$ cat config.mk
export PLATFORM = sky130hd
export DESIGN_NAME = instr_fetch_assembler
export DESIGN_NICKNAME = d
export VERILOG_FILES = /design/src/rtl/instr_fetch_assembler.sv
export SDC_FILE = /design/constraint.sdc
export NUM_CORES = 1
export LEC_CHECK = 0
export ABC_AREA = 1
export CORE_AREA = 3 3 94 96
export CTS_CLUSTER_DIAMETER = 40
export DETAILED_ROUTE_END_ITERATION = 8
export DIE_AREA = 0 0 97 99
export DONT_BUFFER_PORTS = 1
export SYNTH_ARGS = -nofsm -noshare
export SYNTH_HDL_FRONTEND = slang
export SYNTH_SLANG_ARGS = --single-unit
$ cat constraint.sdc
create_clock -name clk -period 5.2 [get_ports clk]
set_input_delay 0.78 -clock clk [delete_from_list [all_inputs] [get_ports clk]]
set_output_delay 0.78 -clock clk [all_outputs]
set_load 0.01 [all_outputs]
$ cat src/rtl/instr_fetch_assembler.sv
// Multicycle instruction fetch: owns the PC, pulls INSTR_BYTES beats over a
// req/ack memory port into a shadow register and publishes the word atomically.
module instr_fetch_assembler #(
    parameter int DATA_W      = 8,
    parameter int INSTR_BYTES = 4,
    parameter int PC_W        = 8,
    parameter int RESET_PC    = 0,
    parameter int BIG_ENDIAN  = 0,
    parameter int TIMEOUT     = 15
) (
    input  logic                          clk,
    input  logic                          reset,
    input  logic                          start,
    input  logic                          pc_load,
    input  logic [PC_W-1:0]               pc_in,
    output logic                          mem_rd,
    output logic [PC_W-1:0]               mem_adr,
    input  logic                          mem_ack,
    input  logic [DATA_W-1:0]             memdata,
    output logic [DATA_W*INSTR_BYTES-1:0] instr,
    output logic                          instr_valid,
    output logic                          busy,
    output logic [PC_W-1:0]               pcvalue,
    output logic                          fetch_err
);

    localparam int IW = DATA_W * INSTR_BYTES;
    localparam int BW = (INSTR_BYTES > 1) ? $clog2(INSTR_BYTES) : 1;
    localparam int WW = $clog2(TIMEOUT + 1);
    localparam logic [PC_W-1:0] PC_RST = PC_W'(RESET_PC);
    localparam logic [BW-1:0]   LAST   = BW'(INSTR_BYTES - 1);
    localparam logic [WW-1:0]   WLAST  = WW'(TIMEOUT - 1);

    typedef enum logic {IDLE, FETCH} state_e;

    state_e            state_q, state_d;
    logic [PC_W-1:0]   pc_q, pc_d;
    logic [PC_W-1:0]   adr_q, adr_d;
    logic [BW-1:0]     beat_q, beat_d;
    logic [WW-1:0]     wait_q, wait_d;
    logic [IW-1:0]     shadow_q, shadow_d;
    logic [IW-1:0]     instr_q, instr_d;
    logic              valid_q, valid_d;
    logic              err_q, err_d;
    logic [BW-1:0]     slot;
    logic [IW-1:0]     merged;

    // Shadow with the current beat already inserted, so the final beat
    // can be published on the same edge it is consumed.
    always_comb begin
        slot   = (BIG_ENDIAN != 0) ? LAST - beat_q : beat_q;
        merged = shadow_q;
        merged[int'(slot)*DATA_W +: DATA_W] = memdata;
    end

    always_comb begin
        state_d  = state_q;
        pc_d     = pc_q;
        adr_d    = adr_q;
        beat_d   = beat_q;
        wait_d   = wait_q;
        shadow_d = shadow_q;
        instr_d  = instr_q;
        valid_d  = 1'b0;
        err_d    = 1'b0;
        unique case (state_q)
            IDLE: begin
                if (pc_load) begin
                    pc_d = pc_in;
                end else if (start) begin
                    state_d = FETCH;
                    adr_d   = pc_q;
                    beat_d  = '0;
                    wait_d  = '0;
                end
            end
            FETCH: begin
                if (pc_load) begin
                    pc_d    = pc_in;
                    state_d = IDLE;
                end else if (mem_ack) begin
                    shadow_d = merged;
                    adr_d    = adr_q + PC_W'(1);
                    wait_d   = '0;
                    if (beat_q == LAST) begin
                        instr_d = merged;
                        valid_d = 1'b1;
                        pc_d    = adr_q + PC_W'(1);
                        state_d = IDLE;
                    end else begin
                        beat_d = beat_q + BW'(1);
                    end
                end else if (wait_q == WLAST) begin
                    err_d   = 1'b1;
                    state_d = IDLE;
                end else begin
                    wait_d = wait_q + WW'(1);
                end
            end
            default: state_d = IDLE;
        endcase
    end

    always_ff @(posedge clk or posedge reset) begin
        if (reset) begin
            state_q  <= IDLE;
            pc_q     <= PC_RST;
            adr_q    <= PC_RST;
            beat_q   <= '0;
            wait_q   <= '0;
            shadow_q <= '0;
            instr_q  <= '0;
            valid_q  <= 1'b0;
            err_q    <= 1'b0;
        end else begin
            state_q  <= state_d;
            pc_q     <= pc_d;
            adr_q    <= adr_d;
            beat_q   <= beat_d;
            wait_q   <= wait_d;
            shadow_q <= shadow_d;
            instr_q  <= instr_d;
            valid_q  <= valid_d;
            err_q    <= err_d;
        end
    end

    assign mem_rd      = (state_q == FETCH);
    assign busy        = (state_q == FETCH);
    assign mem_adr     = adr_q;
    assign instr       = instr_q;
    assign instr_valid = valid_q;
    assign pcvalue     = pc_q;
    assign fetch_err   = err_q;

endmodule

Word level (Yosys, flattened, before mapping) --
Cells that the tools add are included. Widths: inputs -> output; s select.
Storage, ports and cells: flip-flop bits (word level) 89, bits of input ports 21, word-level logic and storage cells 72
Cells by class: $add $sub $neg 4, equality and inequality tests 11, shifts and indexed selects 2, muxes and demuxes 38, bitwise logic cells 2, reductions and logical operators 6
Operator list (count):
- $mux 8 | 8
- $neg 5->33 | 1
- $shift 8x33->32 const A | 1
- $shiftx 8x33->32 | 1
- $bwmux 32 | 1
- $pmux 8 s2 | 2
- $mux 4 | 5
- $mux 1 | 14
- $ne 2x2->1 const B | 6
- $reduce_and 4->1 | 3
- $mux 2 | 5
- $add 8x1->8 const B | 1
- $pmux 4 s2 | 1
- $ne 3x3->1 const B | 2
- $reduce_and 3->1 | 2
- $reduce_and 5->1 | 1
- $add 4x1->4 const B | 1
- $eq 4x4->1 const B | 1
- $pmux 2 s2 | 1
- $ne 3x2->1 const B | 1
- $add 2x1->2 const B | 1
- $eq 2x2->1 const B | 1
- $not 1->1 | 2
- $pmux 1 s2 | 1

Depth between registers and ports, before layout --
Gate-level depths: netlist of the first run.
depth in word-level cells 5, mapped depth 9, depth with buffers taken out 8

Worst setup path after synthesis of the first run --
OpenSTA, ideal clock, no wires.
path kind register to register, start reg beat_q[0], end reg shadow_q[11], setup time 0.126 ns, arrival time 1.539 ns, slack 3.535 ns, stages on the path, launching flop included 9, period minus slack after synthesis 1.665 ns, cells stage by stage dfrtp_1 buf_2 inv_1 ha_1 clkinv_1 nand3_1 o22ai_1 nand2_1 o21ai_0
Between the ends: cells in the longest elaborated chain, start to end 3, elaborated cells between the ends (all ways) 4
Ends and longest elaborated chain:
- from (decl) | RTL line 39 | logic [BW-1:0] beat_q, beat_d;
- from (signal assigned) | RTL line 119 | beat_q <= beat_d;
- $neg 5->33 (*) | RTL line 53 | merged[int'(slot)*DATA_W +: DATA_W] = memdata;
- $shiftx 8x33->32 or $shift 8x33->32 (tied branches) | RTL line 53
- $bwmux 32 (*) | RTL line 53
- to (signal assigned) | RTL line 121 | shadow_q <= shadow_d;
- to (decl) | RTL line 41 | logic [IW-1:0] shadow_q, shadow_d;
Every way passes the cells marked *; elsewhere a longest branch is shown, timed or not. A chain may end at the register's enable or synchronous reset.

Worst setup path after layout of the first run --
start reg state_q (netlist: busy), end reg instr_q[26] (netlist: instr[26])
Between the ends: cells in the longest elaborated chain, start to end 1
Ends and longest elaborated chain:
- from (decl) | RTL line 36 | state_e state_q, state_d;
- from (signal assigned) | RTL line 116 | state_q <= state_d;
- $reduce_and 4->1 (no source line)
- to (signal assigned) | RTL line 122 | instr_q <= instr_d;
- to (decl) | RTL line 42 | logic [IW-1:0] instr_q, instr_d;
No other way between the ends.

==> results by stage, run 1 <==
Outcome:
- The flow ran to the end, and the final reports show no timing, DRC or antenna violations.

Final layout:
- The core occupancy in the finished layout is 52.3%.
- The proportion of layout cells with a drive suffix above 1 is 6.02%.
- The count of non-filler cells in the finished layout is 620.
- The final cell area excluding filler cells is 4260 sq um.
- 0 antenna diodes ended up in the layout.
- The library cell used most frequently in the layout, excluding fill and tap cells, is nand2_1.
- The library cells used most frequently in the layout, excluding fill and tap cells, are nand2_1 (223), dfrtp_1 (81), inv_1 (48), o21ai_0 (41), nand3_1 (27).
- In the final design database the tool counted 539 nets.
- The area overhead of the layout relative to synthesis is 5.75%.

Power:
- The part of the power in registers is 51.4%.
- The share of total power in combinational logic is 20.7%.
- The relative contribution of the clock network to total power is 27.9%.
- In this run the static leakage power is 2.20 nW.
- The maximum vdd ir drop is 0.000180 V.
- The internal power contribution is 1.16 mW.
- The power density of the placed cells is 416 nW/um^2.
- The net switching power of the design is 0.610 mW.
- The switching power as a share of total power is 34.4%.

Clocking:
- The clock transition time at the flip-flop clock pins of the worst setup and hold paths is 0.09 ns.
- In this run the clock root is driven by a clkbuf_8.
- Clock tree synthesis found a total of 81 sinks.
- In this run, post-CTS hold repair placed 0 buffers.
- Buffers added to address setup during post-CTS repair amount to 0.
- TritonCTS built the clock tree.
- The maximum number of buffers from clock root to sink is 2.
- Once the clock tree was built, the resizer swapped 0 gates to a different size.
- The H-tree depth reported by CTS is 3.
- Counting the buffers created by CTS gives 9.
- Clock latency on the worst-skew pair, taken at its later pin, is 0.34 ns.

Synth:
- By area the synthesized netlist is led by dfrtp_1 (50%), nand2_1 (21%), o21ai_0 (5.1%).
- The count of mapped cells out of synthesis is 517.
- After synthesis the netlist holds a flip-flop and latch count of 81.
- The biggest area contributor in the post-synthesis netlist is dfrtp_1.
- The netlist area before placement is 4030 sq um.
- The mean area per synthesized cell is 7.79 sq um.
- Synthesis produced a netlist with a net count of 546.
- For this run, the number of Yosys warnings is 0.
- For this run, the register share of the synthesized area comes to 50.4%.
- The portion of synthesized cell area occupied by the leading cell type is 50.4%.
- The number of library cell types mapped by synthesis is 28.

Worst setup path:
- The reg2reg setup slack is 2.56 ns.
- The maximum fanout encountered on the critical timing path is 36.
- The nature of the critical path startpoint is a register.
- Walking the worst path, the cells encountered are inv_4, nor2_8, nand2_4, nor2_8, inv_2, nand2_1, o21ai_1.
- The endpoint identified for the worst register-to-register timing path is instr[26].
- The endpoint type of the worst setup path is a register.
- The arrival time of the worst setup path is 2.85 ns.
- The cell type with the highest occurrence count on the critical path is nor2_8.
- The required time at the worst-slack endpoint is 5.42 ns.
- The slowest library cell on the worst path is dfrtp_1.
- The worst register-to-register path begins at busy.
- By startpoint and endpoint, the worst setup path is classified as reg2reg.
- For the worst flop-to-flop path, the logic depth is 7.
- The most critical setup path has its startpoint at busy.
- Following the worst setup path forward leads to its endpoint at instr[26].
- In this design, the stage delay of the slowest critical-path cell is 0.90 ns.

GRT:
- The initial antenna violation count is 0.
- The met3 capacity usage during global routing is 5.52%.
- The via count of the first global-routing pass is 3070.
- The global-route met2 utilization is 31.5%.
- The global-route wire length before repair is 15300 um.
- For this run the aggregate overflow at the end of global routing stands at 0.
- Entering global routing, the biggest net connects 43 pins.
- The met1 usage in global routing is 27.0%.
- The total track usage is 19.8%.
- The global routing stage identified its most utilized layer as met2.

Floorplanning:
- The overall die height is 99 um.
- The cell row count is 33.
- The area of the core is 8130 sq um.
- The width of the chip is 97 um.
- The die covers 9600 sq um.
- For this configuration, the core starts out at a cell density of 49.5%.
- The number of top-level pins is 73.

STA:
- The time the final worst path needs with I/O delays and setup is 2.64 ns.
- The worst-case hold slack is 0.396 ns.
- The ratio of final minimum period to clock period is 50.7%.
- Setup repair after global routing left no endpoint under its margin.
- Setup violations remaining at the end of the flow were counted as 0.
- The number of pins exceeding their max-slew limit in the final report is 0.
- The worst max-slew margin expressed relative to the limit is 43.7%.
- Static timing analysis puts the maximum clock frequency at 379 MHz.
- At the pin with the least slew margin, the transition time is 0.845 ns.
- The summed negative setup slack over all endpoints is 0 ns.
- Between clock sinks in the finished design, the worst skew comes to 0.0107 ns.
- The count of endpoints failing hold in the final timing report is 0.

Detailed routing:
- After the first detailed-routing iteration, the DRC count stood at 162.
- The first TritonRoute pass finished after 4 iterations.
- Once detail routing completed, the nets flagged for antenna violations numbered 0.
- Using the TritonRoute via totals, the vias-per-cell ratio works out to 5.14.
- The DRC violation count after routing is 0.
- The via count is 3189.
- After detailed routing, the average wire length per cell comes to 14.8 um.
- The final layout contains routed wiring with a total length of 9200 um.

Job:
- The number of maximum-capacitance violations is 0.

Worst hold path:
- In this run the worst hold path is classified as in2async.

Place:
- The placed instance count is 604.
- Input and output buffers added on the ports amount to 0.
- The instance area after placement is 4040 sq um.
- Routability-driven placement finished with a final weighted congestion of 0.838.
- Detailed placement ended at an HPWL of 6310 um.
## final cells by class
cell class              instances  area, sq um
well taps                     105          131
clock buffers                  13          169
repair buffers                  1         7.51
flip-flops and latches         81         2030
multi-input cells             363         1670
clock inverters                 3         46.3
inverters                      54          206
fillers                       766         3880
## metal layers
metal  routed length (um)  up-vias  part of all wire (%)
met3                  596        7                   6.5
met2                 4240       75                    46
met1                 4270     1490                    46
li1                     -     1617                     -
met4                   93        0                   1.0
met5                    0        -                     0
## kinds of logic (layout without fill, tap and decap cells)
| group | count (synthesis) | after routing | synth area share (%) |
|---|---|---|---|
| buffers and inverters | 73 | 71 | 8.18 |
| and+or+nand+nor | 294 | 294 | 30.8 |
| AOI/OAI and AO/OA | 61 | 61 | 8.21 |
| DFF | 81 | 81 | 50.4 |
| adders and majority gates | 8 | 8 | 2.49 |
## state kept, by name, indices dropped and copies added, names as in the netlist
signal / count
mem_adr: 8
busy: 1
pcvalue: 8
fetch_err: 1
beat_q: 2
instr_valid: 1
shadow_q: 24
instr: 32
wait_q: 4
## critical path: cells and delay by family (launching register included)
kind	cells	cell delay, ns
simple gates	4	1.01
compound gates	1	0.07
buf+inv	2	0.50
flops	1	0.90
## synth_stat cells
master and count:
clkinv_1 1, buf_2 5, nor3_1 1, clkbuf_1 5, clkbuf_2 1, nor2_1 18, o211ai_1 2, a21boi_2 1
nand3_1 27, a21oi_1 2, nand3b_1 1, o21ai_0 41, nor2_8 2, o21ai_1 4, nand4_1 15, inv_4 1
or2_2 4, nand2_4 1, buf_4 4, nor3_2 1, nand2_2 1, o22ai_1 11, inv_1 49, ha_1 8
dfrtp_1 81, inv_2 3, buf_6 4, nand2_1 223
## worst min path at each step
stage / start / endpoint / slack, ns / cells past startpoint
floorplan: shadow_q[10] / shadow_q[10] / 0.45 / 2
global placement: shadow_q[0] / shadow_q[0] / 0.46 / 2
detailed placement: shadow_q[20] / shadow_q[20] / 0.46 / 2
CTS: reset / instr[9] / 0.41 / 1
global route: reset / mem_adr[1] / 0.44 / 1
finish: reset / instr[13] / 0.40 / 1
## power by group through the flow
| stage | Sequential, mW | Clock (mW) | Combinational [mW] |
|---|---|---|---|
| 3_3_place_gp | 0.922 | 0 | 0.359 |
| 6_report | 0.911 | 0.494 | 0.368 |
| 5_1_grt | 0.933 | 0.542 | 0.434 |
| 4_1_cts | 0.913 | 0.509 | 0.371 |
| 2_1_floorplan | 0.881 | 0 | 0.320 |
| 3_5_place_dp | 0.925 | 0 | 0.368 |
## through the flow
step	total power, mW	setup WS (ns)
floorplan	1.20	2.34
global placement	1.28	2.63
detailed placement	1.29	2.56
CTS	1.79	2.54
global route	1.91	2.28
finish	1.77	2.56
(Power assumes the default switching activity.)
==> run 2, diff against run 1 <==
- clock period: 5.2 -> 2.7 ns (I/O delays scaled with it)
==> results by stage, run 2 (synthesized netlist as in run 1, its figures left out) <==
Clocking:
- The clock transition time at the flip-flop clock pins of the worst setup and hold paths is 0.08 ns (about the same).
- TritonCTS built the clock tree.
- The H-tree depth reported by CTS is 3 (unchanged).
- The maximum number of buffers from clock root to sink was 2 (unchanged).
- The count of clock tree sinks is 81 (unchanged).
- The number of buffers added to fix hold violations after cts was 0 (unchanged).
- The number of setup buffers added after CTS is 0 (unchanged).
- The clock tree root buffer cell is clkbuf_8.
- The CTS buffer count is 9 (unchanged).
- The clock latency reported for the late side of the worst-skew pair is 0.35 ns (about the same).
- The number of resized instances in the post-cts repair step is 0 (unchanged).

Floorplanning:
- The die footprint is 9600 sq um (unchanged).
- The cell row count is 33 (unchanged).
- The starting density of the core is 49.5% (unchanged).
- The overall die height was 99 um (unchanged).
- The number of top-level pins is 73 (unchanged).
- The width of the chip came to 97 um (unchanged).
- The area of the core is 8130 sq um (unchanged).

Detailed routing:
- The DRC violation count after routing was 0 (unchanged).
- The total wirelength of the detailed-routed design is 9340 um (+1.5%).
- The remaining number of nets flagged by the antenna check after routing is 0 (unchanged).
- The total iterations of the first detailed-routing run came to 4 (unchanged).
- The average detailed-routed wire length per instance was 15.0 um (+1.0%).
- The routed via count divided by cell count is 5.16 (+0.33%).
- The via count is 3215 (+0.82%).
- The violation count after the first detailed-routing iteration is 145 (-10%).

Worst hold path:
- In this run the worst hold path is classified as in2async.

Final layout:
- The number of nets in the final layout is 542 (+0.56%).
- The final cell area excluding filler cells is 4300 sq um (+0.91%).
- The proportion of layout cells with a drive suffix above 1 is 6.76% (+0.74 points).
- Leaving out fill and tap cells, the most frequent cell in the layout is nand2_1.
- The area overhead of the layout relative to synthesis is 6.71%.
- In the layout the commonest cells are nand2_1 (223), dfrtp_1 (81), inv_1 (48), o21ai_0 (41), nand3_1 (27).
- The core occupancy in the finished layout is 52.8% (+0.48 points).
- The number of flip-flops in the largest register came to 32 (unchanged).
- The number of antenna diodes is 0 (unchanged).

STA:
- The ratio of final minimum period to clock period was 77.3% (+27 points).
- The count of endpoints failing hold in the final timing report is 0 (unchanged).
- The top achievable clock speed was 479 MHz (+26%).
- The slew at the pin with the worst max-slew slack was 0.830 ns (-0.0148 ns).
- The time the final worst path needs with I/O delays and setup is 2.09 ns (-0.550 ns).
- The summed negative setup slack over all endpoints is 0 ns (unchanged).
- The worst max-slew margin expressed relative to the limit is 44.6% (+0.92 points).
- The number of pins exceeding their max-slew limit in the final report is 0 (unchanged).
- Setup repair after global routing left no endpoint under its margin.
- The setup-violating endpoint count in the final report was 0 (unchanged).
- The setup skew after layout came to 0.0158 ns (+0.00512 ns).

GRT:
- The aggregate global routing overflow is 0 (unchanged).
- The via count of the first global-routing pass is 3129 (+1.9%).
- The global-route wire length before repair is 16000 um (+4.6%).
- The total track usage is 20.7% (+0.90 points).
- The initial antenna violation count is 0 (unchanged).
- The largest net degree at the start of global routing came to 48 (+12%).

Worst setup path:
- The worst setup path endpoint is shadow_q[7].
- The maximum fanout encountered on the critical timing path was 13 (-64%).
- The number of cells traversed by the worst register-to-register path came to 7 (unchanged).
- The highest cell delay on the worst timing path came to 0.56 ns (-0.34 ns).
- The required time at the worst-slack endpoint is 2.99 ns (-2.43 ns).
- The arrival time of the worst setup path was 2.38 ns (-0.47 ns).
- The endpoint type of the worst setup path is a register.
- The cell depth of the worst setup path is 7 (unchanged).
- STA classifies the critical path startpoint as a register.
- On the critical path the largest part of the delay comes from flip-flops.
- The largest individual stage delay along the critical path comes from the cell dfrtp_1.
- The most critical setup path has its startpoint at beat_q[0].
- The kind of critical path is reg2reg.
- The reg2reg setup slack is 0.61 ns (-1.95 ns).
- The endpoint identified for the worst register-to-register timing path is shadow_q[7].
- The signal on the critical path passes through inv_1, ha_1, inv_1, nand4_1, o21ai_0, nand2_1, nand2_1.
- The buffer and inverter count on the worst path is 2 (unchanged).
- In this run the critical register-to-register path is launched from beat_q[0].

Place:
- The final HPWL from detailed placement is 6440 um (+2.2%).
- The instance area after placement is 4080 sq um (+0.87%).
- The final weighted congestion in routability-driven placement came to 0.826 (-1.4%).
- The number of port buffers is 0 (unchanged).

Power:
- The maximum vdd ir drop was 0.000376 V (+110%).
- The power density of the placed cells came to 804 nW/um^2 (+93%).
- The static leakage power is 2.23 nW (+1.1%).

Job:
- The number of maximum-capacitance violations is 0 (unchanged).

Outcome:
- The flow ran to the end, and the final reports show no timing, DRC or antenna violations.
-- run 2: changes by cell type in the layout (fill, tap and decap cells not counted), sizes merged --
cell,before,now
inv,53,52
buf,1,4
clkinv,2,6
bufinv,1,2
clkbuf,13,9
-- run 2: worst min path at each step --
stage                     cells past startpoint    startpoint           end  slack [ns]
after floorplan                               2  shadow_q[10]  shadow_q[10]        0.45
after global placement                        2  shadow_q[23]  shadow_q[23]        0.46
after detailed placement                      2  shadow_q[23]  shadow_q[23]        0.46
after CTS                                     1         reset     instr[31]        0.09
after global routing                          1         reset     instr[13]        0.11
final                                         1         reset     instr[29]        0.07
-- run 2: per-layer routing --
| layer | track usage (%) | vias to the layer above | wire [um] |
|---|---|---|---|
| met4 | 6.16 | 0 | 67 |
| met1 | 27.6 | 1517 | 4280 |
| met2 | 33.4 | 70 | 4440 |
| met5 | 0 | - | 0 |
| li1 | - | 1624 | - |
| met3 | 5.66 | 4 | 541 |
-- run 2: layout make-up --
type | count | area (sq um)
clock inverter | 7 | 95.1
clock buffer | 9 | 124
inverter | 54 | 206
fill | 781 | 3840
multi-input combinational | 363 | 1670
tap | 105 | 131
sequential | 81 | 2030
timing repair buffer | 4 | 42.5
-- run 2: per-stage QoR --
| stage | hold WS (ns) | power (mW) | setup slack, ns | cells |
|---|---|---|---|---|
| 6_report | 0.0680 | 3.45 | 0.613 | 623 |
| 5_1_grt | 0.111 | 3.69 | 0.375 | 623 |
| 4_1_cts | 0.0876 | 3.48 | 0.602 | 623 |
| 3_5_place_dp | 0.465 | 2.50 | 0.616 | 607 |
| 3_3_place_gp | 0.462 | 2.48 | 0.651 | 607 |
| 2_1_floorplan | 0.449 | 2.31 | 0.215 | 517 |
-- run 2: power by group --
part | internal [mW] | switching (mW) | leakage, nW | total (mW)
clock | 0.521 | 0.458 | 0.109 | 0.978
combinational | 0.264 | 0.476 | 1.07 | 0.740
sequential | 1.48 | 0.258 | 1.05 | 1.73
==> run 3, diff against run 2 <==
- clock period: 2.7 -> 2.2 ns (I/O delays scaled with it)
==> results by stage, run 3 (synthesized netlist as in run 1, its figures left out) <==
Place:
- The final weighted congestion in routability-driven placement is 0.808 (-2.3%).
- The final HPWL from detailed placement is 6440 um (about the same).
- The number of port buffers is 0 (unchanged).
- The worst slack after detailed placement is 0.162 ns (-0.454 ns).
- The instance area after placement is 4100 sq um (+0.61%).

GRT:
- The global-route wire length before repair was 15600 um (-2.3%).
- The largest net degree at the start of global routing is 57 (+19%).
- The via count of the first global-routing pass was 3194 (+2.1%).
- The initial antenna violation count is 0 (unchanged).
- The total track usage is 20.0% (-0.79 points).
- The aggregate global routing overflow is 0 (unchanged).

STA:
- The top achievable clock speed is 527 MHz (+10%).
- The setup skew after layout is 0.0113 ns (-0.00451 ns).
- The number of pins exceeding their max-slew limit in the final report is 0 (unchanged).
- The time the final worst path needs with I/O delays and setup is 1.90 ns (-0.191 ns).
- The setup-violating endpoint count in the final report was 0 (unchanged).
- The summed negative setup slack over all endpoints is 0 ns (unchanged).
- The count of endpoints failing hold in the final timing report is 0 (unchanged).
- The worst setup margin is 0.304 ns (-0.309 ns).
- The ratio of final minimum period to clock period came to 86.2% (+8.9 points).
- The worst max-slew margin expressed relative to the limit is 61.4% (+17 points).
- The slew at the pin with the worst max-slew slack was 0.578 ns (-0.252 ns).
- Setup repair after global routing left no endpoint under its margin.

Floorplanning:
- The width of the chip is 97 um (unchanged).
- The starting density of the core was 49.5% (unchanged).
- The number of top-level pins is 73 (unchanged).
- The area of the core was 8130 sq um (unchanged).
- The die footprint came to 9600 sq um (unchanged).
- The overall die height was 99 um (unchanged).
- The cell row count is 33 (unchanged).

Power:
- The net switching power of the design is 1.43 mW (+20%).
- The internal power contribution is 2.82 mW (+25%).
- The part of the power in registers was 50.0% (-0.2 points).
- The share of total power in combinational logic is 22.1% (+0.7 points).
- The relative contribution of the clock network to total power is 27.8% (-0.5 points).
- The maximum vdd ir drop is 0.000486 V (+29%).
- The static leakage power is 2.24 nW (+0.61%).
- The power density of the placed cells came to 982 nW/um^2 (+22%).
- The switching power as a share of total power came to 33.6% (-0.90 points).

Worst setup path:
- The capture instance of the worst register-to-register path is instr[28].
- The maximum fanout encountered on the critical timing path is 36 (+23).
- The required time at the worst-slack endpoint came to 2.42 ns (-0.57 ns).
- The launching instance or port of the critical path is busy.
- STA classifies the critical path startpoint as a register.
- The worst setup path is of the reg2reg kind.
- The reg2reg setup slack is 0.30 ns (-0.31 ns).
- The number of cells traversed by the worst register-to-register path is 7 (unchanged).
- Following the worst setup path forward leads to its endpoint at instr[28].
- The endpoint type of the worst setup path is a register.
- The arrival time of the worst setup path is 2.11 ns (-0.27 ns).
- The startpoint of the worst register-to-register path is busy.

Clocking:
- The CTS buffer count came to 9 (unchanged).
- The count of clock tree sinks was 81 (unchanged).
- The cell sitting at the root of the clock tree is a clkbuf_8.
- The clock latency reported for the late side of the worst-skew pair is 0.35 ns (about the same).
- The H-tree depth reported by CTS is 3 (unchanged).
- The maximum number of buffers from clock root to sink is 2 (unchanged).
- The clock transition time at the flip-flop clock pins of the worst setup and hold paths is 0.08 ns (about the same).
- The CTS tree is done.

Final layout:
- The proportion of layout cells with a drive suffix above 1 is 6.72% (-0.039 points).
- In the layout the commonest cells are nand2_1 (223), dfrtp_1 (81), inv_1 (48), o21ai_0 (41), nand3_1 (27).
- The register cell area after layout is 2030 sq um (unchanged).
- The final cell area excluding filler cells is 4320 sq um (+0.67%).
- The footprint of the multi-input gates is 1670 sq um (unchanged).
- The number of nets in the final layout is 546 (+0.74%).
- Compared with the post-synthesis result, the final layout area differs by 7.43%.
- The number of flip-flops in the largest register was 32 (unchanged).
- The most common cell after layout, fill and taps aside is nand2_1.
- The number of antenna diodes is 0 (unchanged).
- The filler cell count is 765 (-2.0%).

Detailed routing:
- The DRC violation count after routing is 0 (unchanged).
- The total iterations of the first detailed-routing run was 4 (unchanged).
- The routed via count divided by cell count is 5.19 (+0.60%).
- The violation count after the first detailed-routing iteration is 129 (-11%).
- The average detailed-routed wire length per instance is 14.7 um (-1.7%).
- The via count is 3250 (+1.1%).
- The remaining number of nets flagged by the antenna check after routing is 0 (unchanged).
- The total wirelength of the detailed-routed design was 9220 um (-1.3%).

Outcome:
- The run finished with clean final reports.

Worst hold path:
- The type of the most critical hold path is in2reg.

Job:
- The number of maximum-capacitance violations is 0 (unchanged).
==> run 3: cell count changes in the layout (fill, tap and decap cells not counted), sizes merged <==
cell / before / now
buf: 4 / 7
clkbuf: 9 / 12
clkinv: 6 / 2
dlygate4sd3: 0 / 1
==> run 3: worst min path at each step <==
| stage | cells past startpoint | to | start | slack, ns |
|---|---|---|---|---|
| final | 2 | instr[29] | memdata[5] | 0.14 |
| after global routing | 2 | instr[25] | memdata[1] | 0.14 |
| after CTS | 2 | instr[29] | memdata[5] | 0.13 |
| after detailed placement | 2 | wait_q[0] | reset | 0.32 |
| after global placement | 2 | instr[22] | reset | 0.32 |
| after floorplan | 2 | shadow_q[10] | shadow_q[10] | 0.45 |
==> run 3: per-stage QoR <==
step                power (mW)  std cells  util (%)  hold WS, ns
CTS                       4.28        626      53.1        0.131
floorplan                 2.84        517         -        0.449
detailed placement        3.10        610      50.4        0.317
global placement          3.06        610      50.4        0.317
global route              4.56        626      53.2        0.140
finish                    4.25        626      53.2        0.139
==> run 3: power by group through the flow <==
stage / logic [mW] / clock network, mW / registers, mW
finish: 0.941 / 1.18 / 2.13
detailed placement: 0.943 / 0 / 2.15
floorplan: 0.758 / 0 / 2.08
global route: 1.11 / 1.27 / 2.18
CTS: 0.948 / 1.20 / 2.13
global placement: 0.911 / 0 / 2.15
==> run 3: cell type report <==
| type | count | share of cell area [%] |
|---|---|---|
| clock buffer | 12 | 3.36 |
| clock inverter | 3 | 1.50 |
| inverter | 54 | 4.89 |
| multi-input combinational | 363 | 38.6 |
| sequential | 81 | 46.9 |
| tap | 105 | 3.04 |
| timing repair buffer | 8 | 1.74 |
==> run 3: repair_timing <==
item / 4_1_cts / 5_1_grt
setup endpoints to repair: 0 / 22
endpoints found under the hold margin: 81 / 0
gates resized for setup: 0 / 2
hold buffers: 1 / 0
setup buffers: 0 / 0
==> run 3: per-layer routing <==
layer	vias up	routed length [um]	GRT usage (%)	part of all wire (%)
li1	1636	-	-	-
met1	1507	4100	26.0	44
met2	95	4370	32.5	47
met3	12	631	5.52	6.8
met4	0	117	6.16	1.3
met5	-	0	0	0
==> run 3: worst max-delay path, stage by stage (launching register included) <==
cell and delay, ns:
dfrtp_1 0.39, inv_4 0.08, nor2_8 0.23, nand2_4 0.23, nor2_8 0.40, inv_4 0.24
nand2_1 0.12, o21ai_1 0.07
